**src/rtl/multicycle_sequencer.sv**
```systemverilog
// Main control FSM of the multi-cycle processor: fetch/decode/execute/mem/writeback.
// Optional performance counters are enabled by defining SEQ_PERF_CNT_EN.

package params_pkg;
    localparam int OPCODE_WIDTH = 4;

    localparam logic [OPCODE_WIDTH-1:0] OP_LW  = 4'h8;
    localparam logic [OPCODE_WIDTH-1:0] OP_SW  = 4'h9;
    localparam logic [OPCODE_WIDTH-1:0] OP_BEQ = 4'hA;
    localparam logic [OPCODE_WIDTH-1:0] OP_BNE = 4'hB;
    localparam logic [OPCODE_WIDTH-1:0] OP_BLT = 4'hC;
    localparam logic [OPCODE_WIDTH-1:0] OP_BGE = 4'hD;
    localparam logic [OPCODE_WIDTH-1:0] OP_JMP = 4'hE;
endpackage

module multicycle_sequencer #(
    parameter int OPCODE_WIDTH = params_pkg::OPCODE_WIDTH,
    parameter int CNT_WIDTH    = 32
) (
    input  logic                    clk_i,
    input  logic                    rst_ni,
    input  logic                    halt_i,
    input  logic [OPCODE_WIDTH-1:0] opcode_i,
    input  logic                    is_zero_i,
    input  logic                    is_less_i,
    input  logic                    mem_ready_i,
    output logic                    mem_req_o,
    output logic                    mem_we_o,
    output logic                    mem_addr_sel_o,
    output logic                    ir_wr_en_o,
    output logic                    pc_wr_en_o,
    output logic [1:0]              pc_sel_o,
    output logic                    reg_wr_en_o,
    output logic                    wb_sel_o,
    output logic                    busy_o,
    output logic [2:0]              state_o
`ifdef SEQ_PERF_CNT_EN
    ,
    output logic [CNT_WIDTH-1:0]    cycle_cnt_o,
    output logic [CNT_WIDTH-1:0]    retired_cnt_o
`endif
);

    localparam logic [OPCODE_WIDTH-1:0] OP_LW  = OPCODE_WIDTH'(params_pkg::OP_LW);
    localparam logic [OPCODE_WIDTH-1:0] OP_SW  = OPCODE_WIDTH'(params_pkg::OP_SW);
    localparam logic [OPCODE_WIDTH-1:0] OP_BEQ = OPCODE_WIDTH'(params_pkg::OP_BEQ);
    localparam logic [OPCODE_WIDTH-1:0] OP_BNE = OPCODE_WIDTH'(params_pkg::OP_BNE);
    localparam logic [OPCODE_WIDTH-1:0] OP_BLT = OPCODE_WIDTH'(params_pkg::OP_BLT);
    localparam logic [OPCODE_WIDTH-1:0] OP_BGE = OPCODE_WIDTH'(params_pkg::OP_BGE);
    localparam logic [OPCODE_WIDTH-1:0] OP_JMP = OPCODE_WIDTH'(params_pkg::OP_JMP);

    typedef enum logic [2:0] {
        IDLE      = 3'd0,
        FETCH     = 3'd1,
        DECODE    = 3'd2,
        EXECUTE   = 3'd3,
        MEM       = 3'd4,
        WRITEBACK = 3'd5
    } state_t;

    state_t state_q;
    state_t state_d;
    state_t end_state;

    logic is_lw;
    logic is_sw;
    logic is_beq;
    logic is_bne;
    logic is_blt;
    logic is_bge;
    logic is_jmp;
    logic is_branch;
    logic branch_taken;
    logic instr_end;

    assign is_lw  = (opcode_i == OP_LW);
    assign is_sw  = (opcode_i == OP_SW);
    assign is_beq = (opcode_i == OP_BEQ);
    assign is_bne = (opcode_i == OP_BNE);
    assign is_blt = (opcode_i == OP_BLT);
    assign is_bge = (opcode_i == OP_BGE);
    assign is_jmp = (opcode_i == OP_JMP);

    assign is_branch    = is_beq | is_bne | is_blt | is_bge;
    assign branch_taken = (is_beq & is_zero_i) | (is_bne & ~is_zero_i) |
                          (is_blt & is_less_i) | (is_bge & ~is_less_i);

    // halt_i is only honoured here, so an instruction in flight always completes
    assign end_state = halt_i ? IDLE : FETCH;

    always_comb begin
        instr_end = 1'b0;
        case (state_q)
            EXECUTE:   instr_end = is_branch | is_jmp;
            MEM:       instr_end = mem_ready_i & is_sw;
            WRITEBACK: instr_end = 1'b1;
            default:   instr_end = 1'b0;
        endcase
    end

    always_ff @(posedge clk_i or negedge rst_ni) begin
        if (!rst_ni) begin
            state_q <= IDLE;
        end else begin
            state_q <= state_d;
        end
    end

    always_comb begin
        state_d = IDLE;
        case (state_q)
            IDLE:      state_d = halt_i ? IDLE : FETCH;
            FETCH:     state_d = mem_ready_i ? DECODE : FETCH;
            DECODE:    state_d = EXECUTE;
            EXECUTE: begin
                if (instr_end) begin
                    state_d = end_state;
                end else if (is_lw || is_sw) begin
                    state_d = MEM;
                end else begin
                    state_d = WRITEBACK;
                end
            end
            MEM: begin
                if (!mem_ready_i) begin
                    state_d = MEM;
                end else if (is_lw) begin
                    state_d = WRITEBACK;
                end else begin
                    state_d = end_state;
                end
            end
            WRITEBACK: state_d = end_state;
            default:   state_d = IDLE;
        endcase
    end

    always_comb begin
        mem_req_o      = 1'b0;
        mem_we_o       = 1'b0;
        mem_addr_sel_o = 1'b0;
        ir_wr_en_o     = 1'b0;
        pc_wr_en_o     = 1'b0;
        pc_sel_o       = 2'b00;
        reg_wr_en_o    = 1'b0;
        wb_sel_o       = 1'b0;
        case (state_q)
            FETCH: begin
                mem_req_o  = 1'b1;
                ir_wr_en_o = mem_ready_i;
                pc_wr_en_o = mem_ready_i;
            end
            EXECUTE: begin
                if (is_jmp) begin
                    pc_wr_en_o = 1'b1;
                    pc_sel_o   = 2'b10;
                end else if (is_branch && branch_taken) begin
                    pc_wr_en_o = 1'b1;
                    pc_sel_o   = 2'b01;
                end
            end
            MEM: begin
                mem_req_o      = 1'b1;
                mem_addr_sel_o = 1'b1;
                mem_we_o       = is_sw;
            end
            WRITEBACK: begin
                reg_wr_en_o = 1'b1;
                wb_sel_o    = is_lw;
            end
            default: begin
                mem_req_o = 1'b0;
            end
        endcase
    end

    assign busy_o  = (state_q != IDLE);
    assign state_o = state_q;

`ifdef SEQ_PERF_CNT_EN
    always_ff @(posedge clk_i or negedge rst_ni) begin
        if (!rst_ni) begin
            cycle_cnt_o   <= '0;
            retired_cnt_o <= '0;
        end else begin
            if (busy_o) begin
                cycle_cnt_o <= cycle_cnt_o + CNT_WIDTH'(1);
            end
            if (instr_end) begin
                retired_cnt_o <= retired_cnt_o + CNT_WIDTH'(1);
            end
        end
    end
`endif

endmodule

```
**config.mk**
```make
export PLATFORM = sky130hd
export DESIGN_NAME = multicycle_sequencer
export DESIGN_NICKNAME = d
export VERILOG_FILES = /design/src/rtl/multicycle_sequencer.sv
export SDC_FILE = /design/constraint.sdc
export NUM_CORES = 1
export LEC_CHECK = 0
export ABC_AREA = 1
export BUFFER_PORTS_ARGS = -buffer_cell sky130_fd_sc_hd__clkbuf_2
export CORE_AREA = 2 2 39 41
export CTS_CLUSTER_DIAMETER = 100
export CTS_CLUSTER_SIZE = 30
export DETAILED_ROUTE_END_ITERATION = 8
export DIE_AREA = 0 0 41 43
export PLACE_DENSITY = 0.69
export SLEW_MARGIN = 10
export SYNTH_ARGS = -nofsm -noshare
export SYNTH_HDL_FRONTEND = slang
export SYNTH_SLANG_ARGS = --single-unit
```
**constraint.sdc**
```tcl
create_clock -name clk_i -period 1.2 [get_ports clk_i]
set_input_delay 0.18 -clock clk_i [delete_from_list [all_inputs] [get_ports clk_i]]
set_output_delay 0.18 -clock clk_i [all_outputs]
set_load 0.05 [all_outputs]
```
==> run_results.csv <==
group,metric,value,unit
synthesis,synth_area,385.4,µm²
pwr,swShare,54.41,%
synthesis,syn_area_per_cell,5.585,µm²
cells_and_area,fin_util,66.27,%
timing,finalSetupTns,-2.463,ns
pwr,p_clk_share,7.5,%
grt,grt_max_degree,6,
cells_and_area,synthToLayoutAreaGrowth,138.0,%
synthesis,synthMuxAreaShare,2.597,%
cells_and_area,multiInputGateArea,352.8,µm²
cts,root_buffer,"clkbuf_4",
timing,clock-skew-final,0.001903,ns
placed_design,hpwl,972.6,µm
synthesis,synthTopCellsByCount,"nand2_1 (15), inv_1 (12), nor2_1 (7)",
drt,final_antenna_net_count,0,
hold_path,min_path_type,"primary input to register",
timing,slew_headroom,81.63,%
outcome,failed_checks,"setup timing",
drt,drt-total-wl,1303,µm
placed_design,place_area,709.4,µm²
synthesis,ys_ff_latch,3,
cts,tritoncts,"yes",
die,start_util,27.85,%
timing,period_minus_slack,1.476,ns
synthesis,yosys.area_share.simple,50.00,%
synthesis,synth_cell_types,17,
grt,grt.overflow.total,0,
synthesis,yosysWarningCount,0,
pwr,leakage,0.4704,nW
synthesis,yosys-top-cells-area,"dfrtp_1 (19%), nand2_1 (15%), inv_1 (12%)",
cells_and_area,fill_cells,124,
setup_path,crit_end,"pc_wr_en_o",
setup_path,cp.required,1.02,ns
grt,grt_pass1_vias,512,
timing,setup_ws,-0.2756,ns
setup_path,r2r_cells,8,
synthesis,synth_top_area_share,19.48,%
setup_path,reg2reg_slack,-0.16,ns
cells_and_area,drive_gt1_share,66.67,%
pwr,p_per_area,2461,nW/µm²
cts,clockBufferDepth,2,
die,fp.dieH,43,µm
synthesis,synthCells,69,
synthesis,seq_area_frac_synth,19.48,%
synthesis,synth-edff-count,0,
synthesis,async_reset_ff_share,100.0,%
cts,clk_latency,0.22,ns
synthesis,syn_nets,79,
synthesis,yosysTopAreaCell,"dfrtp_1",
cts,cts.htree.levels,1,
die,num_rows,14,
drt,wl_met3,56,µm
timing,setup_viol_count_final,12,
grt,grt_pass1_wl,1938,µm
outcome,status,"finished with violations",
synthesis,synth.most_common_cell,"nand2_1",
die,die_area,1763,µm²
pwr,combPwrFrac,81.8,%
timing,rsz0062_at_grt,"yes",
die,pin_count,23,
drt,vias,585,
cells_and_area,stdcell_area,917.1,µm²
timing,hold_viol,0,
drt,vias_per_cell,4.500,
timing,finalCritPeriodShare,123.0,%
cts,clk_pin_slew_worst_paths,0.04,ns
cells_and_area,seq_area,78.83,µm²
grt,antenna_found_initial,0,
pwr,power_frac_seq,10.6,%
synthesis,synth-compound-area-share,12.34,%
setup_path,r2r-start,"state_o[0]$_DFF_PN0_",
pwr,internal-power,1.029,mW
cts,clock_sinks,3,
synthesis,synth-adder-area-share,0,%
setup_path,cp-end-kind,"output pin",
cells_and_area,diodes,0,
setup_path,critical_path_peak_fanout,3,
die,fp.coreArea,1384,µm²
placed_design,place_ws,-0.1881,ns
setup_path,start_kind,"register",
cells_and_area,fin_nets,125,
grt,grtUsageTotal,15.76,%
setup_path,reg2reg_to,"state_o[0]$_DFF_PN0_",
cells_and_area,largest_reg_flops,3,
setup_path,critPathArrivalTime,1.30,ns
die,die_width,41,µm
placed_design,globalplace.congestion,0.7664,
drt,top_layer_used,"met3",
synthesis,synth_top_family_by_area,"simple AND/OR/NAND/NOR gates",
placed_design,portBuffers,22,
job,drv_cap,0,
timing,tightest_slew,0.2768,ns
timing,fmax,677.7,MHz
setup_path,slowest_delay,0.42,ns
pwr,peakVddDrop,0.7815,mV
cts,numCtsBuffers,3,
drt,drc,0,
pwr,switching_power,1.228,mW
synthesis,synth_xor_area_share,0,%
setup_path,worstSetupPathType,"register to output pin",
drt,drt_pass1_iterations,4,
drt,met2_length,775,µm
drt,routedWlPerCell,10.02,µm
setup_path,crit_path_cell_trace,"inv_4, nand2_4, nor2_4, inv_2, nor2_4, inv_2, nand3_4, clkbuf_16",
setup_path,cp_slowest_cell,"dfrtp_2",
synthesis,synthFlopType,"dfrtp_1",
drt,wl_met1,471,µm
drt,drtIter0Drc,7,
timing,final_max_slew_viol_count,0,
setup_path,worstSetupStartpoint,"state_o[1]$_DFF_PN0_",
[cell type report]
type                       instances  area share, %
timing repair buffer              41          40.25
multi-input combinational         50          38.47
sequential                         3          8.595
inverter                          16          7.640
clock buffer                       4          2.865
tap                               16          2.183
[power by group through the flow]
stage	clock, mW	sequential [mW]	combinational, mW
global route	0.189	0.245	1.97
floorplan	0	0.376	0.837
detailed placement	0	0.217	1.47
global placement	0	0.217	1.46
CTS	0.171	0.232	1.75
finish	0.170	0.240	1.85
[critical path, delay by kind of cell, from the launching register on]
kind / cells / cell delay (ns)
and+or+nand+nor: 4 / 0.29
buffers and inverters: 4 / 0.36
DFF: 1 / 0.42
[metrics by stage]
stage	total power [mW]	instances	hold slack [ns]
floorplan	1.212	69	-0.1156
global placement	1.675	122	-0.02306
detailed placement	1.691	122	-0.01906
CTS	2.150	129	0.2649
global route	2.400	130	0.2471
finish	2.257	130	0.2572
[cell usage in the layout (no fill, tap or decap)]
cell type,instances
buf_4,17
nand2_1,12
clkbuf_2,11
inv_2,8
inv_1,5
nor2_4,5
nor2_1,5
clkbuf_4,4
buf_8,4
nand2_4,3
nand2_2,3
o21ai_0,3
nand3_1,3
buf_6,3
dfrtp_2,3
nor3_1,2
nand3_2,2
a21oi_1,2
clkinvlp_4,2
nor3_4,2
clkbuf_16,2
inv_4,1
mux2i_1,1
nand3_4,1
a21oi_4,1
nor2_2,1
o21ai_2,1
nand4_1,1
a21boi_1,1
o21ai_1,1
clkbuf_1,1
dlygate4sd3_1,1
buf_2,1
buf_12,1
[routing by layer]
layer  global-route usage, %  up-vias
li1                        -      307
met1                   17.68      263
met2                   29.06       15
met3                   3.141        0
met4                   2.000        0
met5                       0        -
[cells by family (layout without fill, tap and decap cells)]
| family | after synthesis | in the layout |
|---|---|---|
| AO/OA/AOI/OAI | 9 | 9 |
| AND/OR/NAND/NOR | 40 | 40 |
| buffers and inverters | 16 | 61 |
| flip-flops | 3 | 3 |
| multiplexers | 1 | 1 |
[worst min-delay path by stage]
stage	depth (start not counted)	end	startpoint
2_1_floorplan	0	state_o[0]$_DFF_PN0_	rst_ni
3_3_place_gp	1	state_o[0]$_DFF_PN0_	rst_ni
3_5_place_dp	1	state_o[2]$_DFF_PN0_	rst_ni
4_1_cts	4	state_o[0]$_DFF_PN0_	halt_i
5_1_grt	4	state_o[0]$_DFF_PN0_	halt_i
6_report	4	state_o[0]$_DFF_PN0_	halt_i
[repair_timing]
action / CTS / global route
pin swaps: 5 / 5
resized for setup: 24 / 15
setup buffers: 2 / 1
endpoints found under the setup margin: 12 / 14
hold buffers: 1 / 0
hold endpoints to repair: 3 / 0
Power figures use the tool's default switching activity.
